## config.mk

```make
export PLATFORM = sky130hd
export DESIGN_NAME = usb_dc_upload_framer
export DESIGN_NICKNAME = d
export VERILOG_FILES = /design/src/rtl/usb_upload_pkg.sv /design/src/rtl/usb_upload_sfifo.sv /design/src/rtl/usb_dc_upload_framer.sv
export SDC_FILE = /design/constraint.sdc
export NUM_CORES = 2
export LEC_CHECK = 0
export BUFFER_PORTS_ARGS = -buffer_cell sky130_fd_sc_hd__clkbuf_2
export CORE_MARGIN = 2
export CORE_UTILIZATION = 30
export DETAILED_ROUTE_END_ITERATION = 10
export REMOVE_ABC_BUFFERS = 1
export SLEW_MARGIN = 20
export SYNTH_ARGS = -nofsm -noshare
export SYNTH_HDL_FRONTEND = slang
export SYNTH_SLANG_ARGS = --single-unit
export TNS_END_PERCENT = 10
```

## constraint.sdc

```tcl
create_clock -name i_clk -period 4 [get_ports i_clk]
set_input_delay 0.2 -clock i_clk [delete_from_list [all_inputs] [get_ports i_clk]]
set_output_delay 0.2 -clock i_clk [all_outputs]
set_load 0.005 [all_outputs]
```

## src/rtl/usb_upload_pkg.sv

```systemverilog
// ---------------------------------------------------------------------------
// usb_upload_pkg
// Shared constants for the EP3 upload framer.
//   SYNC0 / SYNC1 : frame sync bytes
//   HDR_LEN       : header bytes ahead of the payload (sync x2, seq, len x2)
//   ST_*          : 3-bit FSM state encodings (one per emitted-byte role)
// Optional feature macro used by the framer: USB_UPLOAD_FRAMER_CHECKSUM_EN
// ---------------------------------------------------------------------------
package usb_upload_pkg;

  localparam logic [7:0] SYNC0   = 8'hAA;
  localparam logic [7:0] SYNC1   = 8'h55;
  localparam int         HDR_LEN = 5;

  typedef logic [2:0] state_t;

  localparam state_t ST_IDLE    = 3'd0;
  localparam state_t ST_HDR0    = 3'd1;
  localparam state_t ST_HDR1    = 3'd2;
  localparam state_t ST_SEQ     = 3'd3;
  localparam state_t ST_LENH    = 3'd4;
  localparam state_t ST_LENL    = 3'd5;
  localparam state_t ST_PAYLOAD = 3'd6;
  localparam state_t ST_CSUM    = 3'd7;

endpackage

```

## src/rtl/usb_upload_sfifo.sv

```systemverilog
// ---------------------------------------------------------------------------
// usb_upload_sfifo
// Single-clock first-word-fall-through byte FIFO, depth 2**AW.
// Ports:
//   i_clk, i_reset        : clock, asynchronous active-high reset
//   i_wr_en, i_wr_data    : write strobe / byte (ignored while full)
//   i_rd_en               : pop strobe (ignored while empty)
//   o_rd_data             : head byte, valid whenever !o_empty
//   o_count               : occupancy 0..2**AW
//   o_full, o_empty       : occupancy flags
// ---------------------------------------------------------------------------
module usb_upload_sfifo #(
  parameter int AW = 9
) (
  input  logic          i_clk,
  input  logic          i_reset,
  input  logic          i_wr_en,
  input  logic [7:0]    i_wr_data,
  input  logic          i_rd_en,
  output logic [7:0]    o_rd_data,
  output logic [AW:0]   o_count,
  output logic          o_full,
  output logic          o_empty
);

  logic [7:0]    r_mem [2**AW];
  logic [AW-1:0] r_wr_ptr;
  logic [AW-1:0] r_rd_ptr;
  logic [AW:0]   r_count;
  logic          w_wr;
  logic          w_rd;

  assign o_full    = r_count[AW];
  assign o_empty   = (r_count == '0);
  assign o_count   = r_count;
  assign o_rd_data = r_mem[r_rd_ptr];
  assign w_wr      = i_wr_en && !o_full;
  assign w_rd      = i_rd_en && !o_empty;

  // Storage carries no reset: emptiness is defined by the pointers alone.
  always_ff @(posedge i_clk) begin
    if (w_wr) r_mem[r_wr_ptr] <= i_wr_data;
  end

  always_ff @(posedge i_clk or posedge i_reset) begin
    if (i_reset) begin
      r_wr_ptr <= '0;
      r_rd_ptr <= '0;
      r_count  <= '0;
    end else begin
      if (w_wr) r_wr_ptr <= r_wr_ptr + 1'b1;
      if (w_rd) r_rd_ptr <= r_rd_ptr + 1'b1;
      case ({w_wr, w_rd})
        2'b10:   r_count <= r_count + 1'b1;
        2'b01:   r_count <= r_count - 1'b1;
        default: r_count <= r_count;
      endcase
    end
  end

endmodule

```

## src/rtl/usb_dc_upload_framer.sv

```systemverilog
// ---------------------------------------------------------------------------
// usb_dc_upload_framer
// Buffers a raw sample byte stream and emits framed packets to the EP3
// bulk-IN upload byte interface:
//   AA 55 SEQ LENH LENL payload[LEN] (CSUM)
// A frame opens when PAYLOAD_LEN bytes are buffered, or when a partial
// buffer has been idle for TIMEOUT cycles.
// Optional: define USB_UPLOAD_FRAMER_CHECKSUM_EN to append a two's-complement
// checksum over SEQ, LENH, LENL and the payload.
// Handshake: a sample byte transfers on a cycle with i_smp_valid && o_smp_ready;
// o_up_valid marks one upload byte per cycle and falls, one registered cycle
// late, while i_up_afull is high.
// Ports:
//   i_clk, i_reset             : 60 MHz clock, async active-high reset
//   i_enable                   : allows new frames to open (checked in IDLE)
//   i_smp_data/valid, o_smp_ready : input byte stream
//   o_up_data/valid, i_up_afull   : upload byte stream and back-pressure
//   o_drop_cnt                 : saturating count of bytes lost to a full buffer
//   o_busy                     : a frame is in progress
// ---------------------------------------------------------------------------
module usb_dc_upload_framer
  import usb_upload_pkg::*;
#(
  parameter int PAYLOAD_LEN = 256,
  parameter int BUF_AW      = 9,
  parameter int TIMEOUT     = 60000
) (
  input  logic        i_clk,
  input  logic        i_reset,
  input  logic        i_enable,
  input  logic [7:0]  i_smp_data,
  input  logic        i_smp_valid,
  output logic        o_smp_ready,
  output logic [7:0]  o_up_data,
  output logic        o_up_valid,
  input  logic        i_up_afull,
  output logic [15:0] o_drop_cnt,
  output logic        o_busy
);

  localparam int            TW   = $clog2(TIMEOUT + 1);
  localparam logic [TW-1:0] TMAX = TW'(TIMEOUT - 1);

  state_t        r_state;
  logic [7:0]    r_seq;
  logic [15:0]   r_len;
  logic [15:0]   r_rem;
  logic [TW-1:0] r_timer;
  logic [7:0]    r_up_data;
  logic          r_up_valid;
  logic [15:0]   r_drop_cnt;

  logic [7:0]    w_rd_data;
  logic [BUF_AW:0] w_count;
  logic          w_full;
  logic          w_empty;
  logic [31:0]   w_count32;
  logic          w_accept;
  logic          w_start;
  logic          w_emit;
  logic          w_pop;
  logic [15:0]   w_len_next;
  logic [7:0]    w_byte;

`ifdef USB_UPLOAD_FRAMER_CHECKSUM_EN
  logic [7:0]    r_csum;
`endif

  usb_upload_sfifo #(.AW(BUF_AW)) u_buf (
    .i_clk     (i_clk),
    .i_reset   (i_reset),
    .i_wr_en   (w_accept),
    .i_wr_data (i_smp_data),
    .i_rd_en   (w_pop),
    .o_rd_data (w_rd_data),
    .o_count   (w_count),
    .o_full    (w_full),
    .o_empty   (w_empty)
  );

  assign w_count32   = 32'(w_count);
  assign o_smp_ready = !w_full;
  assign w_accept    = i_smp_valid && !w_full;
  assign w_start     = (r_state == ST_IDLE) && i_enable &&
                       ((w_count32 >= PAYLOAD_LEN) ||
                        (!w_empty && (r_timer == TMAX)));
  assign w_len_next  = (w_count32 >= PAYLOAD_LEN) ? 16'(PAYLOAD_LEN)
                                                  : w_count32[15:0];
  assign w_emit      = (r_state != ST_IDLE) && !i_up_afull;
  assign w_pop       = w_emit && (r_state == ST_PAYLOAD);

  assign o_up_data   = r_up_data;
  assign o_up_valid  = r_up_valid;
  assign o_drop_cnt  = r_drop_cnt;
  assign o_busy      = (r_state != ST_IDLE);

  always_comb begin
    w_byte = 8'h00;
    case (r_state)
      ST_HDR0:    w_byte = SYNC0;
      ST_HDR1:    w_byte = SYNC1;
      ST_SEQ:     w_byte = r_seq;
      ST_LENH:    w_byte = r_len[15:8];
      ST_LENL:    w_byte = r_len[7:0];
      ST_PAYLOAD: w_byte = w_rd_data;
`ifdef USB_UPLOAD_FRAMER_CHECKSUM_EN
      ST_CSUM:    w_byte = 8'h00 - r_csum;
`else
      ST_CSUM:    w_byte = 8'h00;
`endif
      default:    w_byte = 8'h00;
    endcase
  end

  // Drop counter saturates so a long overflow never wraps to a small value.
  always_ff @(posedge i_clk or posedge i_reset) begin
    if (i_reset) begin
      r_drop_cnt <= '0;
    end else if (i_smp_valid && w_full && (r_drop_cnt != 16'hFFFF)) begin
      r_drop_cnt <= r_drop_cnt + 16'd1;
    end
  end

  // Idle timer: restarts on every accepted byte so only a quiet input flushes.
  always_ff @(posedge i_clk or posedge i_reset) begin
    if (i_reset) begin
      r_timer <= '0;
    end else if (w_accept || w_start) begin
      r_timer <= '0;
    end else if ((r_state == ST_IDLE) && !w_empty && (r_timer != TMAX)) begin
      r_timer <= r_timer + 1'b1;
    end
  end

  always_ff @(posedge i_clk or posedge i_reset) begin
    if (i_reset) begin
      r_up_valid <= 1'b0;
      r_up_data  <= 8'h00;
    end else begin
      r_up_valid <= w_emit;
      if (w_emit) r_up_data <= w_byte;
    end
  end

`ifdef USB_UPLOAD_FRAMER_CHECKSUM_EN
  always_ff @(posedge i_clk or posedge i_reset) begin
    if (i_reset) begin
      r_csum <= 8'h00;
    end else if (w_emit) begin
      if (r_state == ST_HDR0) r_csum <= 8'h00;
      else if ((r_state == ST_SEQ) || (r_state == ST_LENH) ||
               (r_state == ST_LENL) || (r_state == ST_PAYLOAD))
        r_csum <= r_csum + w_byte;
    end
  end
`endif

  always_ff @(posedge i_clk or posedge i_reset) begin
    if (i_reset) begin
      r_state <= ST_IDLE;
      r_seq   <= 8'h00;
      r_len   <= 16'h0000;
      r_rem   <= 16'h0000;
    end else begin
      case (r_state)
        ST_IDLE: if (w_start) begin
          r_state <= ST_HDR0;
          r_len   <= w_len_next;
          r_rem   <= w_len_next;
        end
        ST_HDR0: if (w_emit) r_state <= ST_HDR1;
        ST_HDR1: if (w_emit) r_state <= ST_SEQ;
        ST_SEQ:  if (w_emit) r_state <= ST_LENH;
        ST_LENH: if (w_emit) r_state <= ST_LENL;
        ST_LENL: if (w_emit) r_state <= ST_PAYLOAD;
        // Only the latched length is popped; later arrivals wait for the next frame.
        ST_PAYLOAD: if (w_emit) begin
          r_rem <= r_rem - 16'd1;
          if (r_rem == 16'd1) begin
`ifdef USB_UPLOAD_FRAMER_CHECKSUM_EN
            r_state <= ST_CSUM;
`else
            r_state <= ST_IDLE;
            r_seq   <= r_seq + 8'd1;
`endif
          end
        end
        ST_CSUM: if (w_emit) begin
          r_state <= ST_IDLE;
          r_seq   <= r_seq + 8'd1;
        end
        default: r_state <= ST_IDLE;
      endcase
    end
  end

endmodule
```

==> results.md <==
- Run status: finished, violations left
- Violations in the final reports: negative setup slack
- Number of buffers on the longest clock path: 4
- Buffer cell driving the clock tree root: sky130_fd_sc_hd__clkbuf_16
- Fmax achieved: 242 MHz
- GPL Wtd Cong: 0.890
- Post-detail-place hpwl: 308,000 um
- Netlist cell types: 79
- Area occupied by multi-input gates: 36,200 um2
- CTS Buf Count: 419
- Drt wl/cell: 29.3 um
- Register bit total from synthesis: 4,202
- Count of flip-flops with a built-in enable after synthesis: 4,096
- Top post-synthesis cells by area: sky130_fd_sc_hd__edfxtp_1, sky130_fd_sc_hd__mux4_2, sky130_fd_sc_hd__mux2i_1
- Worst min-delay path class: input port to flop
- Proportion of synthesized flip-flops having asynchronous set or reset: 2.52%
- Effective utilization at floorplan: 30.2%
- CORE AREA: 545,000 um2
- CTS tree: built
- Post-synthesis instance area: 164,000 um2
- Slew Limit Fails: 0
- Time the final worst path needs with I/O delays and setup: 4.13 ns
- Initial drt markers: 12,600
- Wire length of the first global-routing pass: 671,000 um
- Clock tree skew after final layout: 0.0623 ns
- Register cell area after layout: 126,000 um2
- Count of boundary I/O pins: 40
- Final count of hold timing violations: 0
- Yosys Warn Count: 0
- Critical Path AT: 4.99 ns
- Dominant cell type by area after synthesis: sky130_fd_sc_hd__edfxtp_1
- Final worst-path cycle share: 103%
- Count of unresolved DRC violations after routing: 0
- Leakage power: 61.3 nW
- Critical Path Fanout Max: 34
- Post-Route Setup TNS: -0.164 ns
- Htree depth: 5
- CP startpoint kind: flop
- Share of layout cells above drive strength 1: 29.2%
- Most common library cell in the layout ignoring fill and taps: sky130_fd_sc_hd__edfxtp_1
- Average cell area after synthesis: 20.8 um2
- Headroom to the max-slew limit: 13.0%
- Filler Cell Count: 49,900
- Total number of nets in the final design: 8,843
- DIE HEIGHT: 744 um
- Worst setup EP type: flop
- R2R depth: 9
- Hold Path Stages: 4
- Worst Path Class, Setup: flop to flop
- Row cnt: 271
- Sinks on Clock Net: 4,202
- Via count of the routed design: 86,600
- Maxcap violations: 0
- Sequential share of the synthesized area: 76.4%
- Pwr/cell area: 628 nW/um2
- Number of setup violations in the final report: 2
- Number of iterations in the first detailed-routing pass: 6
- Number of antenna violations at the first check in global routing: 35
- CTS clock-pin slew for the worst setup and hold paths: 0.07 ns
- Leading cell types in the layout, fill and taps excluded: sky130_fd_sc_hd__edfxtp_1, sky130_fd_sc_hd__mux4_2, sky130_fd_sc_hd__buf_4, sky130_fd_sc_hd__nor2_1, sky130_fd_sc_hd__clkbuf_16
- Post-detailed-route via-to-cell ratio: 5.28
- Synth top area share: 74.8%
- Leading register cell type out of synthesis: sky130_fd_sc_hd__edfxtp_1
- Max rail drop VDD: 0.582 mV
- Gr usage total: 16.8%
- Setup WS post-layout: -0.131 ns
- Port bufs: 39
- GR Overflow Total: 0
- Worst Tran Pin Value: 1.30 ns
- Required time at the endpoint of the critical path: 4.86 ns
- Final antenna-violating net count: 0
- Floorplan die area: 554,000 um2
- WL final: 481,000 um
- Clock latency of the later-clocked register in the worst-skew pair: 1.01 ns
- Core occupancy in the finished layout: 35.5%
- Via count of the first global-routing pass: 86,400
- X dimension of the die: 744 um
- Layout area overhead: 17.7%
- Number of instances in the synthesized netlist: 7,888
- Maximum number of pins on one net before global-route repair: 127
report_power, final:
part	internal (W)	leakage, nW	switching, W
logic	0.0147	16.6	0.0187
registers	0.0486	38.2	0.000597
clock network	0.0220	6.53	0.0170
registers in the layout, summed over array words and instances, names as in the netlist:
register	count
u_buf.r_mem	4096
o_drop_cnt	16
r_rem	16
r_timer	16
r_len	10
u_buf.o_count	10
u_buf.r_rd_ptr	9
u_buf.r_wr_ptr	9
o_up_data	8
r_seq	8
r_state	3
o_up_valid	1
worst max-delay path, cell delays in order (launching register included):
cell and delay (ns):
sky130_fd_sc_hd__dfrtp_4 0.57, sky130_fd_sc_hd__clkinv_2 0.13, sky130_fd_sc_hd__buf_12 0.26, sky130_fd_sc_hd__nor2_1 1.01, sky130_fd_sc_hd__nand4_1 0.56, sky130_fd_sc_hd__nand4_1 0.37
sky130_fd_sc_hd__nor3_1 0.22, sky130_fd_sc_hd__buf_4 0.21, sky130_fd_sc_hd__o31ai_1 0.50, sky130_fd_sc_hd__o21ai_1 0.11
path summary, 6_finish.rpt:
| check | from | slack, ns | to |
|---|---|---|---|
| max | u_buf.r_rd_ptr[4] | -0.13 | o_up_data[6] |
| min | i_enable | 0.07 | r_len[8] |
| max reg2reg | u_buf.r_rd_ptr[4] | -0.13 | o_up_data[6] |
| min reg2reg | r_seq[4] | 0.49 | r_seq[4] |
| max in group asynchronous | i_reset | 2.46 | u_buf.r_rd_ptr[1] |
| min in group asynchronous | i_reset | 0.42 | r_rem[8] |
repair_timing:
item,4_1_cts,5_1_grt
gates cloned,0,0
setup endpoints to repair,6,4
hold endpoints to repair,999,0
hold buffers,13,0
pin swaps,1,1
gates resized for setup,14,10
buffers inserted,0,4
kinds of logic (layout without fill, tap and decap cells):
logic type / count (synthesis) / after routing / synth area share [%]
muxes: 1313 / 1313 / 15.7
DFF: 4202 / 4202 / 76.4
adders and majority gates: 20 / 20 / 0.157
buffers and inverters: 509 / 1763 / 1.76
AOI/OAI and AO/OA: 642 / 642 / 2.70
xor gates and xnor gates: 69 / 69 / 0.367
other: 0 / 11 / 0
and+or+nand+nor: 1133 / 1133 / 2.92
cell type report:
| type | instances | share of cell area (%) |
|---|---|---|
| antenna | 11 | 0.0142 |
| inverter | 25 | 0.0582 |
| multi-input combinational | 3177 | 18.7 |
| tap | 7234 | 4.68 |
| clock inverter | 239 | 1.36 |
| sequential | 4202 | 64.9 |
| timing repair buffer | 985 | 4.59 |
| clock buffer | 514 | 5.65 |
metal layers:
layer,part of all wire (%),vias up,track usage [%]
met5,0.035,-,0
met4,4.3,28,6.31
met3,10,918,3.95
met2,46,4811,26.6
met1,39,46200,22.7
li1,-,34600,-
through the flow:
stage	hold WS (ns)	total power, W	setup slack [ns]	instance area (um2)	cells
after floorplan	0.299	0.0606	-45.35	162000	7404
after global routing	0.0771	0.125	-0.156	194000	16400
after CTS	0.0115	0.122	-0.0665	193000	16400
final	0.0702	0.122	-0.131	194000	16400
after detailed placement	0.356	0.0832	-0.789	180000	15600
after global placement	0.337	0.0830	-1.01	180000	15600
Yosys cell counts, drive strengths merged, types with 10 or more instances:
| cell | instances |
|---|---|
| edfxtp | 4096 |
| mux4 | 1006 |
| nor2 | 627 |
| buf | 273 |
| mux2i | 266 |
| nand2 | 261 |
| clkbuf | 211 |
| a21oi | 117 |
| dfrtp | 106 |
| o21ai | 102 |
| a22oi | 69 |
| nand3 | 61 |
| o22ai | 59 |
| a221oi | 52 |
| nor2b | 43 |
| xnor2 | 43 |
| mux2 | 41 |
| o221ai | 35 |
| nor3 | 34 |
| a211oi | 33 |
| a31oi | 31 |
| xor2 | 26 |
| a2111oi | 25 |
| nand4 | 25 |
| inv | 23 |
| ha | 19 |
| a22o | 16 |
| a311oi | 14 |
| nor4 | 14 |
| o211ai | 14 |
| and2 | 12 |
| and3 | 10 |
Power figures use the tool's default switching activity.
